--- src/rtl/nv_mem_pkg.sv ---
// Shared defaults, host op encodings and sequencer states for the NV store controller.
package nv_mem_pkg;

    localparam int NV_ADDR_W = 8;
    localparam int NV_DATA_W = 64;
    localparam logic [NV_DATA_W-1:0] NV_ERASE_VAL = {NV_DATA_W{1'b1}};

    typedef enum logic [1:0] {
        OP_ILLEGAL = 2'b00,
        OP_READ    = 2'b01,
        OP_WRITE   = 2'b10,
        OP_ERASE   = 2'b11
    } nv_op_e;

    typedef enum logic [2:0] {
        ST_IDLE,
        ST_WRITE,
        ST_RD_FETCH,
        ST_RD_HOLD,
        ST_ERASE,
        ST_FIN,
        ST_VERIFY
    } nv_state_e;

endpackage

--- src/rtl/nv_mem_addr_gen.sv ---
// Burst address/count register: load, increment with natural wrap, and a last-word flag.
module nv_mem_addr_gen
    import nv_mem_pkg::*;
#(
    parameter int ADDR_W = NV_ADDR_W
) (
    input  logic              clk,
    input  logic              srst,
    input  logic              load_i,
    input  logic [ADDR_W-1:0] load_addr_i,
    input  logic [ADDR_W-1:0] load_cnt_i,
    input  logic              step_i,
    output logic [ADDR_W-1:0] addr_o,
    output logic              last_o
);

    logic [ADDR_W-1:0] addr_q;
    logic [ADDR_W-1:0] cnt_q;

    always_ff @(posedge clk) begin
        if (srst) begin
            addr_q <= '0;
            cnt_q  <= '0;
        end else if (load_i) begin
            addr_q <= load_addr_i;
            cnt_q  <= load_cnt_i;
        end else if (step_i) begin
            addr_q <= addr_q + 1'b1;
            // The count parks at zero on the final step so last stays asserted until reload.
            if (cnt_q != '0) begin
                cnt_q <= cnt_q - 1'b1;
            end
        end
    end

    assign addr_o = addr_q;
    assign last_o = (cnt_q == '0);

endmodule

--- src/rtl/nv_mem_ctrl.sv ---
// Command sequencer for the non-volatile key/bitstream store (burst read/write, erase-all).
// Define NV_MEM_VERIFY_EN to add a read-back check after every store write.
module nv_mem_ctrl
    import nv_mem_pkg::*;
#(
    parameter int                ADDR_W    = NV_ADDR_W,
    parameter int                DATA_W    = NV_DATA_W,
    parameter logic [DATA_W-1:0] ERASE_VAL = {DATA_W{1'b1}}
) (
    input  logic              fpga_clk,
    input  logic              fpga_rst,
    input  logic              cmd_valid,
    output logic              cmd_ready,
    input  logic [1:0]        cmd_op,
    input  logic [ADDR_W-1:0] cmd_addr,
    input  logic [ADDR_W-1:0] cmd_len,
    input  logic              wr_valid,
    output logic              wr_ready,
    input  logic [DATA_W-1:0] wr_data,
    output logic              rd_valid,
    input  logic              rd_ready,
    output logic [DATA_W-1:0] rd_data,
    output logic              busy,
    output logic              done,
    output logic              err,
    output logic              mem_erase,
    output logic              mem_rw,
    output logic [ADDR_W-1:0] mem_addr_in,
    output logic [DATA_W-1:0] mem_data_in,
    input  logic [DATA_W-1:0] mem_data_out
);

    nv_state_e         state_q, state_d;
    logic              err_q, err_d;
    logic              rd_valid_q, rd_valid_d;
    logic [DATA_W-1:0] rd_data_q, rd_data_d;
    logic              ag_load;
    logic [ADDR_W-1:0] ag_load_addr;
    logic [ADDR_W-1:0] ag_load_cnt;
    logic              ag_step;
    logic [ADDR_W-1:0] ag_addr;
    logic              ag_last;
`ifdef NV_MEM_VERIFY_EN
    logic [DATA_W-1:0] vdata_q, vdata_d;
    logic              verase_q, verase_d;
`endif

    nv_mem_addr_gen #(
        .ADDR_W(ADDR_W)
    ) u_addr_gen (
        .clk        (fpga_clk),
        .srst       (fpga_rst),
        .load_i     (ag_load),
        .load_addr_i(ag_load_addr),
        .load_cnt_i (ag_load_cnt),
        .step_i     (ag_step),
        .addr_o     (ag_addr),
        .last_o     (ag_last)
    );

    always_ff @(posedge fpga_clk) begin
        if (fpga_rst) begin
            state_q    <= ST_IDLE;
            err_q      <= 1'b0;
            rd_valid_q <= 1'b0;
            rd_data_q  <= '0;
`ifdef NV_MEM_VERIFY_EN
            vdata_q    <= '0;
            verase_q   <= 1'b0;
`endif
        end else begin
            state_q    <= state_d;
            err_q      <= err_d;
            rd_valid_q <= rd_valid_d;
            rd_data_q  <= rd_data_d;
`ifdef NV_MEM_VERIFY_EN
            vdata_q    <= vdata_d;
            verase_q   <= verase_d;
`endif
        end
    end

    always_comb begin
        state_d      = state_q;
        err_d        = err_q;
        rd_valid_d   = rd_valid_q;
        rd_data_d    = rd_data_q;
        ag_load      = 1'b0;
        ag_load_addr = cmd_addr;
        ag_load_cnt  = cmd_len;
        ag_step      = 1'b0;
        cmd_ready    = 1'b0;
        wr_ready     = 1'b0;
        mem_rw       = 1'b0;
        mem_erase    = 1'b0;
        mem_data_in  = '0;
        done         = 1'b0;
`ifdef NV_MEM_VERIFY_EN
        vdata_d      = vdata_q;
        verase_d     = verase_q;
`endif
        case (state_q)
            ST_IDLE: begin
                cmd_ready = 1'b1;
                if (cmd_valid) begin
                    ag_load = 1'b1;
                    err_d   = 1'b0;
                    case (nv_op_e'(cmd_op))
                        OP_WRITE: state_d = ST_WRITE;
                        OP_READ:  state_d = ST_RD_FETCH;
                        OP_ERASE: begin
                            ag_load_addr = '0;
                            ag_load_cnt  = '1;
                            state_d      = ST_ERASE;
                        end
                        default: begin
                            err_d   = 1'b1;
                            state_d = ST_FIN;
                        end
                    endcase
                end
            end
            ST_WRITE: begin
                wr_ready    = 1'b1;
                mem_rw      = wr_valid;
                mem_data_in = wr_data;
                if (wr_valid) begin
`ifdef NV_MEM_VERIFY_EN
                    vdata_d  = wr_data;
                    verase_d = 1'b0;
                    state_d  = ST_VERIFY;
`else
                    ag_step = 1'b1;
                    if (ag_last) state_d = ST_FIN;
`endif
                end
            end
            ST_RD_FETCH: begin
                rd_data_d  = mem_data_out;
                rd_valid_d = 1'b1;
                state_d    = ST_RD_HOLD;
            end
            ST_RD_HOLD: begin
                if (rd_ready) begin
                    rd_valid_d = 1'b0;
                    ag_step    = 1'b1;
                    state_d    = ag_last ? ST_FIN : ST_RD_FETCH;
                end
            end
            ST_ERASE: begin
                mem_erase   = 1'b1;
                mem_rw      = 1'b1;
                mem_data_in = ERASE_VAL;
`ifdef NV_MEM_VERIFY_EN
                vdata_d  = ERASE_VAL;
                verase_d = 1'b1;
                state_d  = ST_VERIFY;
`else
                ag_step = 1'b1;
                if (ag_last) state_d = ST_FIN;
`endif
            end
            ST_FIN: begin
                done    = 1'b1;
                state_d = ST_IDLE;
            end
`ifdef NV_MEM_VERIFY_EN
            // Address is advanced only here, so the store is read back at the word just written.
            ST_VERIFY: begin
                mem_erase = verase_q;
                if (mem_data_out != vdata_q) err_d = 1'b1;
                ag_step = 1'b1;
                if (ag_last)       state_d = ST_FIN;
                else if (verase_q) state_d = ST_ERASE;
                else               state_d = ST_WRITE;
            end
`endif
            default: state_d = ST_IDLE;
        endcase
    end

    assign busy        = (state_q != ST_IDLE);
    assign err         = err_q;
    assign rd_valid    = rd_valid_q;
    assign rd_data     = rd_data_q;
    assign mem_addr_in = ag_addr;

endmodule

--- config.mk ---
export PLATFORM = sky130hd
export DESIGN_NAME = nv_mem_ctrl
export DESIGN_NICKNAME = d
export VERILOG_FILES = /design/src/rtl/nv_mem_pkg.sv /design/src/rtl/nv_mem_addr_gen.sv /design/src/rtl/nv_mem_ctrl.sv
export SDC_FILE = /design/constraint.sdc
export NUM_CORES = 1
export LEC_CHECK = 0
export ABC_AREA = 0
export CAP_MARGIN = 20
export CORE_AREA = 2 2 115 117
export DETAILED_ROUTE_END_ITERATION = 12
export DIE_AREA = 0 0 117 119
export PLACE_DENSITY = 0.77
export SETUP_SLACK_MARGIN = 0.4
export SLEW_MARGIN = 20
export SYNTH_ARGS = -nofsm -noshare
export SYNTH_HDL_FRONTEND = slang
export SYNTH_SLANG_ARGS = --single-unit
--- constraint.sdc ---
create_clock -name fpga_clk -period 3.1 [get_ports fpga_clk]
set_input_delay 0.465 -clock fpga_clk [delete_from_list [all_inputs] [get_ports fpga_clk]]
set_output_delay 0.465 -clock fpga_clk [all_outputs]
set_load 0.01 [all_outputs]
==> results of run 1 <==
cell usage in the layout, fill, tap and decap left out, drive strengths merged, types with 4 or more instances in the layout:
cell,n
ha,7
nand2b,5
nor3,14
inv,10
o21ai,12
dfxtp,85
clkbuf,12
clkdlybuf4s50,293
nor2,14
a31oi,4
a21o,67
nand2,135
a21oi,85
buf,8
what timing repair did:
item / 4_1_cts / 5_1_grt
setup endpoints to repair: 65 / 65
cloned: 0 / 1
gates resized for setup: 1 / 2
layout make-up:
cell class,count,area (µm²)
Inverter,10,37.5
Fill cell,1108,5250
Sequential cell,85,1710
Clock buffer,11,243
Multi-Input combinational cell,405,2310
Clock inverter,5,60.1
Timing Repair Buffer,302,3050
Tap cell,176,220
cell usage after synthesis, types with 3 or more instances:
| cell type | n | area share [%] |
|---|---|---|
| nand2_1 | 135 | 12 |
| a21oi_1 | 85 | 10 |
| dfxtp_1 | 85 | 40 |
| a21o_1 | 67 | 12 |
| clkbuf_1 | 32 | 2.8 |
| nor2_1 | 13 | 1.2 |
| nor3_1 | 13 | 1.5 |
| o21ai_0 | 12 | 1.4 |
| inv_1 | 10 | 0.89 |
| buf_1 | 8 | 0.71 |
| buf_2 | 8 | 0.95 |
| ha_1 | 7 | 2.1 |
| nand2b_1 | 5 | 0.74 |
| a31oi_1 | 4 | 0.59 |
| a211oi_1 | 3 | 0.53 |
| a311oi_1 | 3 | 0.62 |
| nor4_1 | 3 | 0.44 |
| or3_1 | 3 | 0.44 |
| or4_1 | 3 | 0.53 |
path summary, 6_finish.rpt:
kind                                             end  slack (ps)  depth (start not counted)
worst max-delay path                 mem_data_in[34]         520                          5
worst min-delay path                     rd_data[53]         450                          2
worst max register to register  u_addr_gen.addr_o[6]         910                          4
worst min register to register           rd_data[53]         450                          2
worst max-delay path: stages (launching register included):
cell	delay, ps
dfxtp_2	460
nand2b_1	200
nor2_4	190
buf_12	210
a21o_1	150
clkdlybuf4s50_1	560
cell families after synthesis:
logic type / Yosys count / share of synthesized area [%]
DFF: 85 / 40.3
buffers and inverters: 60 / 5.74
adders and majority gates: 7 / 2.07
and+or+nand+nor: 196 / 20.8
muxes: 1 / 0.237
AOI/OAI and AO/OA: 201 / 30.8
sequential cells by signal (all words and copies together), names as in the netlist:
name and cells:
rd_data 64, u_addr_gen.cnt_q 8, rd_valid 1, err 1
u_addr_gen.addr_o 8, state_q 3
per-layer routing:
layer / wire [µm] / part of all wire, %
met3: 1290 / 8.1
met2: 8040 / 50
met1: 6210 / 39
met4: 408 / 2.6
met5: 0 / 0
power by group through the flow:
| stage | logic (mW) | registers (mW) | clock network, mW |
|---|---|---|---|
| 6_report | 3.57 | 1.49 | 1.07 |
| 5_1_grt | 3.85 | 1.52 | 1.15 |
| 3_5_place_dp | 3.51 | 1.50 | 0 |
| 4_1_cts | 3.55 | 1.48 | 1.10 |
| 3_3_place_gp | 3.48 | 1.49 | 0 |
| 2_1_floorplan | 1.78 | 1.49 | 0 |
stage by stage:
step / total power, mW / hold slack (ps) / setup slack, ps / instances
2_1_floorplan: 3.27 / 455 / 1120 / 550
3_3_place_gp: 4.97 / 441 / 616 / 977
3_5_place_dp: 5.01 / 447 / 604 / 977
4_1_cts: 6.13 / 456 / 432 / 993
5_1_grt: 6.51 / 471 / 422 / 994
6_report: 6.13 / 452 / 520 / 994
==> results by group, run 1 <==
Outcome
  • Status: complete, no violations

STA
  • Rel. slew slack: between 40% and 50%
  • Max Transition Viols Final: 0
  • Final Cycle Share: a little over four fifths
  • Final Critical Period: ~2600 ps
  • TNS Setup: 0 ps
  • Worst Tran Pin Value: a little over 800 ps
  • Fmax achieved: 0.388 GHz
  • Fin. Hold Viols: 0
  • Worst Skew: a little over 5 ps
  • Setup violations, final: 0
  • RSZ-0062 raised after global routing: false

Critical path
  • Critical path required time: 2630 ps
  • Nature of the critical path startpoint: flip-flop
  • Reg-to-reg critical path startpoint: state_q[1]
  • WP data arrival: between 2000 and 2500 ps
  • Crit Path Max Fanout: 33
  • Crit end category: output port
  • Setup CP Type: reg -> out
  • Worst setup path startpoint: state_q[0]

Floorplanning
  • Core Region: 12,900 µm²
  • I/O pins: approximately 300
  • Die width: 117 µm
  • Initial core utilization: 32.8%
  • Die area: 13,900 µm²
  • FP Rows: 42
  • Die height: around 120 µm

Final layout
  • Share of layout cells above drive strength 1: approximately 5%
  • N_diodes: 0
  • Area delta synth->final: 80.5%
  • Design area: ~7600 µm²
  • Final core area utilization: roughly 59%
  • Final Net Count: 971

Logic synthesis
  • Seq cells post-synth: 85
  • Asr flop ratio synth: 0%
  • Seq/Total Area, Yosys: around two fifths
  • Avg Cell Area, Syn: slightly below 8 µm²
  • Distinct cells, synth: 57
  • Ys flop type: dfxtp_1
  • Synthesized area: 4230 µm²
  • Yosys Warn Count: 0
  • Synth Instances: 550
  • EDFF count, synth: 0
  • Post-Syn Nets: about 710

Route
  • Starting DRT DRC Count: ~340
  • DRC Markers: 0
  • WL final: about 16,000 µm
  • DR WL/cell: between 15 and 20 µm
  • Via Count: around 5,000
  • Pre-antenna DRT Iters: 5
  • Final ANT Viol Nets: 0
  • Vias per std cell: 5.01

Clock tree
  • Cts bufs inserted: 9
  • CTS sink count: 85
  • Longest Clk Path Bufs: 2
  • Clock Root Buffer: clkbuf_16
  • # Post-CTS Setup Buffers: 0
  • CTS clock-pin slew for the worst setup and hold paths: 60 ps
  • Clk Latency, worst-skew pair: between 300 and 400 ps
  • CTS hold repair buffers: 0
  • Depth of the CTS H-tree: 3
  • CTS tree: done

Place
  • Placed cell areas: ~7300 µm²
  • Buffers on Ports: just under 300
  • GPL Wtd Cong: between 0.8 and 0.9
  • DP HPWL: ~12,000 µm

Pwr
  • Max VDD drop: about 600 µV
  • PwrDens: around 800 nW/µm²
  • Clock network power share: 17.5%
  • Seq pwr share: 24.3%
  • Sw Share: between 30% and 40%
  • Logic gate share of total power: approximately 58%
  • Static Leak: roughly 3.1 nW
  • Sw power: ~2.3 mW
  • Pint: about 3.9 mW

Global route
  • Antenna violations before repair: 0
  • Largest net degree at the start of global routing: between 60 and 70
  • Grt ovf: 0
  • GR peak layer: met2
  • Global Route Usage Sum: 21.6%
  • First-pass GRT wire length: ~24,000 µm
  • Vias in the first global route: 4,840
  • Met3 usage: roughly 5.5%
  • Met2 Track Usage GR: between 30 and 40%
  • M1 GR Usage: between 20 and 25%

Flow run
  • Max_cap viols: 0

Worst hold path
  • Hold Startpoint: rd_data[53]
  • Worst Hold Class: reg -> reg
Power figures use the tool's default switching activity.
==> run 2, diff against run 1 <==
--- a/config.mk
+++ b/config.mk
@@ -7,9 +7,9 @@
 export LEC_CHECK = 0
 export ABC_AREA = 0
 export CAP_MARGIN = 20
-export CORE_AREA = 2 2 115 117
+export CORE_MARGIN = 2
+export CORE_UTILIZATION = 32
 export DETAILED_ROUTE_END_ITERATION = 12
-export DIE_AREA = 0 0 117 119
 export PLACE_DENSITY = 0.77
 export SETUP_SLACK_MARGIN = 0.4
 export SLEW_MARGIN = 20
==> constraint.sdc (replaced) <==
create_clock -name fpga_clk -period 2.2 [get_ports fpga_clk]
set_input_delay 0.33 -clock fpga_clk [delete_from_list [all_inputs] [get_ports fpga_clk]]
set_output_delay 0.33 -clock fpga_clk [all_outputs]
set_load 0.01 [all_outputs]
==> results by group, run 2 (synthesized netlist as in run 1, its figures left out) <==
Outcome
  • Status: complete, no violations

Critical path
  • R2R cell count: 8 (+4)
  • Reg-to-reg critical path startpoint: state_q[2]
  • Critical path required time: 1870 ps (-760 ps)
  • Setup CP Type: reg -> out
  • Worst path depth: 8 (+3)
  • CP max stage cell: dfxtp_4
  • Reg2reg setup slack: 190 ps (-720 ps)
  • CP Buf/Inv Count: 5 (+3)
  • Crit-path cells: nand2b_4 > nor2_4 > buf_6 > buf_6 > buf_16 > buf_8 > a21o_1 > buf_2
  • Reg2reg end: u_addr_gen.addr_o[3]
  • Crit Path Max Fanout: 7 (-79%)
  • CP peak stage delay: 360 ps (-200 ps)
  • Most frequent CP cell: buf_6
  • Cell family with the largest share of critical-path delay: buffers and inverters
  • Crit end category: output port
  • WP data arrival: 1700 ps (-410 ps)
  • Nature of the critical path startpoint: flip-flop

Final layout
  • Design area: 8900 µm² (+17%)
  • Final Net Count: 1,056 (+8.8%)
  • Most frequent cells in the layout: clkdlybuf4s50_1, nand2_1, dfxtp_1
  • Final core area utilization: 69.7% (+10 points)
  • Area delta synth->final: 111%
  • Most common cell after layout, fill and taps aside: clkdlybuf4s50_1
  • Share of layout cells above drive strength 1: 25.8% (+21 points)
  • Max FFs per register: 64 (unchanged)
  • Final cell count without fillers: 1,080 (+8.7%)

Place
  • Buffers on Ports: 294 (unchanged)
  • Pre-CTS WS: 12.8 ps (-591 ps)
  • GPL Wtd Cong: 0.903 (+5.9%)
  • Placed cell areas: 7420 µm² (+1.7%)
  • DP HPWL: 12,700 µm (+8.4%)
  • Placed cells: 984 (+0.72%)

Route
  • M1 WL: 7140 µm (+15%)
  • Detail Route met3 WL: 1380 µm (+7.5%)
  • Max layer used: met4
  • Via Count: 5,605 (+13%)
  • WL final: 19,800 µm (+24%)
  • Met2 WL: 10,500 µm (+30%)
  • Vias per std cell: 5.19 (+3.7%)
  • Pre-antenna DRT Iters: 5 (unchanged)
  • DRC Markers: 0 (unchanged)
  • Starting DRT DRC Count: 328 (-4.7%)
  • DR WL/cell: 18.3 µm (+14%)
  • Final ANT Viol Nets: 0 (unchanged)

Clock tree
  • Longest Clk Path Bufs: 2 (unchanged)
  • Clock Root Buffer: clkbuf_16
  • CTS clock-pin slew for the worst setup and hold paths: 60 ps (about the same)
  • CTS hold repair buffers: 0 (unchanged)
  • CTS tree: done
  • Cts bufs inserted: 9 (unchanged)
  • Clk Latency, worst-skew pair: 340 ps (about the same)
  • CTS sink count: 85 (unchanged)
  • Depth of the CTS H-tree: 3 (unchanged)

STA
  • Setup violations, final: 0 (unchanged)
  • TNS Setup: 0 ps (unchanged)
  • Final Critical Period: around 2000 ps
  • Rel. slew slack: 55.8% (+10 points)
  • Worst Tran Pin Value: 663 ps (-145 ps)
  • RSZ-0062 raised after global routing: true
  • Worst Skew: 7.66 ps (+2.57 ps)
  • Max Transition Viols Final: 0 (unchanged)
  • Final Cycle Share: 92.0%
  • Setup ws final: 175 ps (-345 ps)
  • Fmax achieved: just under 0.5 GHz
  • Fin. Hold Viols: 0 (unchanged)

Global route
  • Global Route Usage Sum: 25.3% (+3.7 points)
  • Antenna violations before repair: 5 (+5)
  • Vias in the first global route: 5,489 (+13%)
  • Largest net degree at the start of global routing: 65 (-4.4%)
  • First-pass GRT wire length: 28,700 µm (+19%)
  • Grt ovf: 0 (unchanged)

Floorplanning
  • Die height: 119 µm (about the same)
  • Core Region: 12,800 µm² (-0.79%)
  • FP Rows: 41 (-2.4%)
  • Initial core utilization: 33.1% (+0.26 points)
  • Die width: 119 µm (+1.6%)
  • I/O pins: 295 (unchanged)
  • Die area: 14,100 µm² (+1.6%)

Pwr
  • PwrDens: 1240 nW/µm² (+54%)
  • Max VDD drop: 825 µV (+40%)
  • Static Leak: 3.90 nW (+26%)

Worst hold path
  • Hold depth: 2 (unchanged)
  • Hold Startpoint: rd_data[32]
  • Worst Hold Class: reg -> reg
  • Worst Hold Path EP: rd_data[32]

Flow run
  • Max_cap viols: 0 (unchanged)
## run 2: changes by cell type in the layout (fill, tap and decap cells not counted), moves of 6 or more
cell	change
a21oi_2	+6
clkdlybuf4s50_1	-70
nor3_1	-6
buf_2	+37
buf_12	+9
buf_6	+64
buf_16	+7
a21oi_1	-6
buf_4	+29
## run 2: final cells by class
type	count	area, µm²
sequential	85	1710
antenna	5	12.5
inverter	10	37.5
multi-input combinational	406	2590
clock inverter	5	106
tap	172	215
fill	939	3870
timing repair buffer	386	3990
clock buffer	11	243
## run 2: worst max path at each step
stage                          start                   to  slack (ps)
after floorplan           state_q[1]  u_addr_gen.cnt_q[5]         450
after global placement     cmd_valid  u_addr_gen.cnt_q[2]          50
after detailed placement   cmd_valid  u_addr_gen.cnt_q[4]          10
after CTS                 state_q[2]      mem_data_in[48]         170
after global routing      state_q[2]               mem_rw         110
final                     state_q[2]      mem_data_in[55]         170
## run 2: stage by stage
| stage | power (mW) | hold slack (ps) |
|---|---|---|
| floorplan | 4.62 | 455 |
| global placement | 7.29 | 442 |
| detailed placement | 7.33 | 446 |
| CTS | 9.86 | 455 |
| global route | 11.6 | 468 |
| finish | 11.0 | 451 |
## run 2: per-layer routing
metal	GRT usage (%)	up-vias
met1	25.8	2638
met2	47.6	282
met5	0	-
met3	6.56	48
li1	-	2637
met4	12.1	0
## run 2: power breakdown
part / internal, mW / total, mW / switching (mW)
Combinational: 3.94 / 7.14 / 3.20
Clock: 1.15 / 1.77 / 0.621
Sequential: 1.82 / 2.10 / 0.287
## run 2: repair_timing
action | 4_1_cts | 5_1_grt
endpoints found under the setup margin | 86 | 140
gates cloned | 9 | 4
buffers inserted | 37 | 25
endpoints found under the hold margin | 0 | 0
pin swaps | 39 | 57
resized for setup | 358 | 65
## run 2: worst register-to-register path: cells and delay by family, from the launching register on
kind            cells  cell delay, ps
compound gates      2             220
simple gates        2             780
buf+inv             4             560
flops               1             360
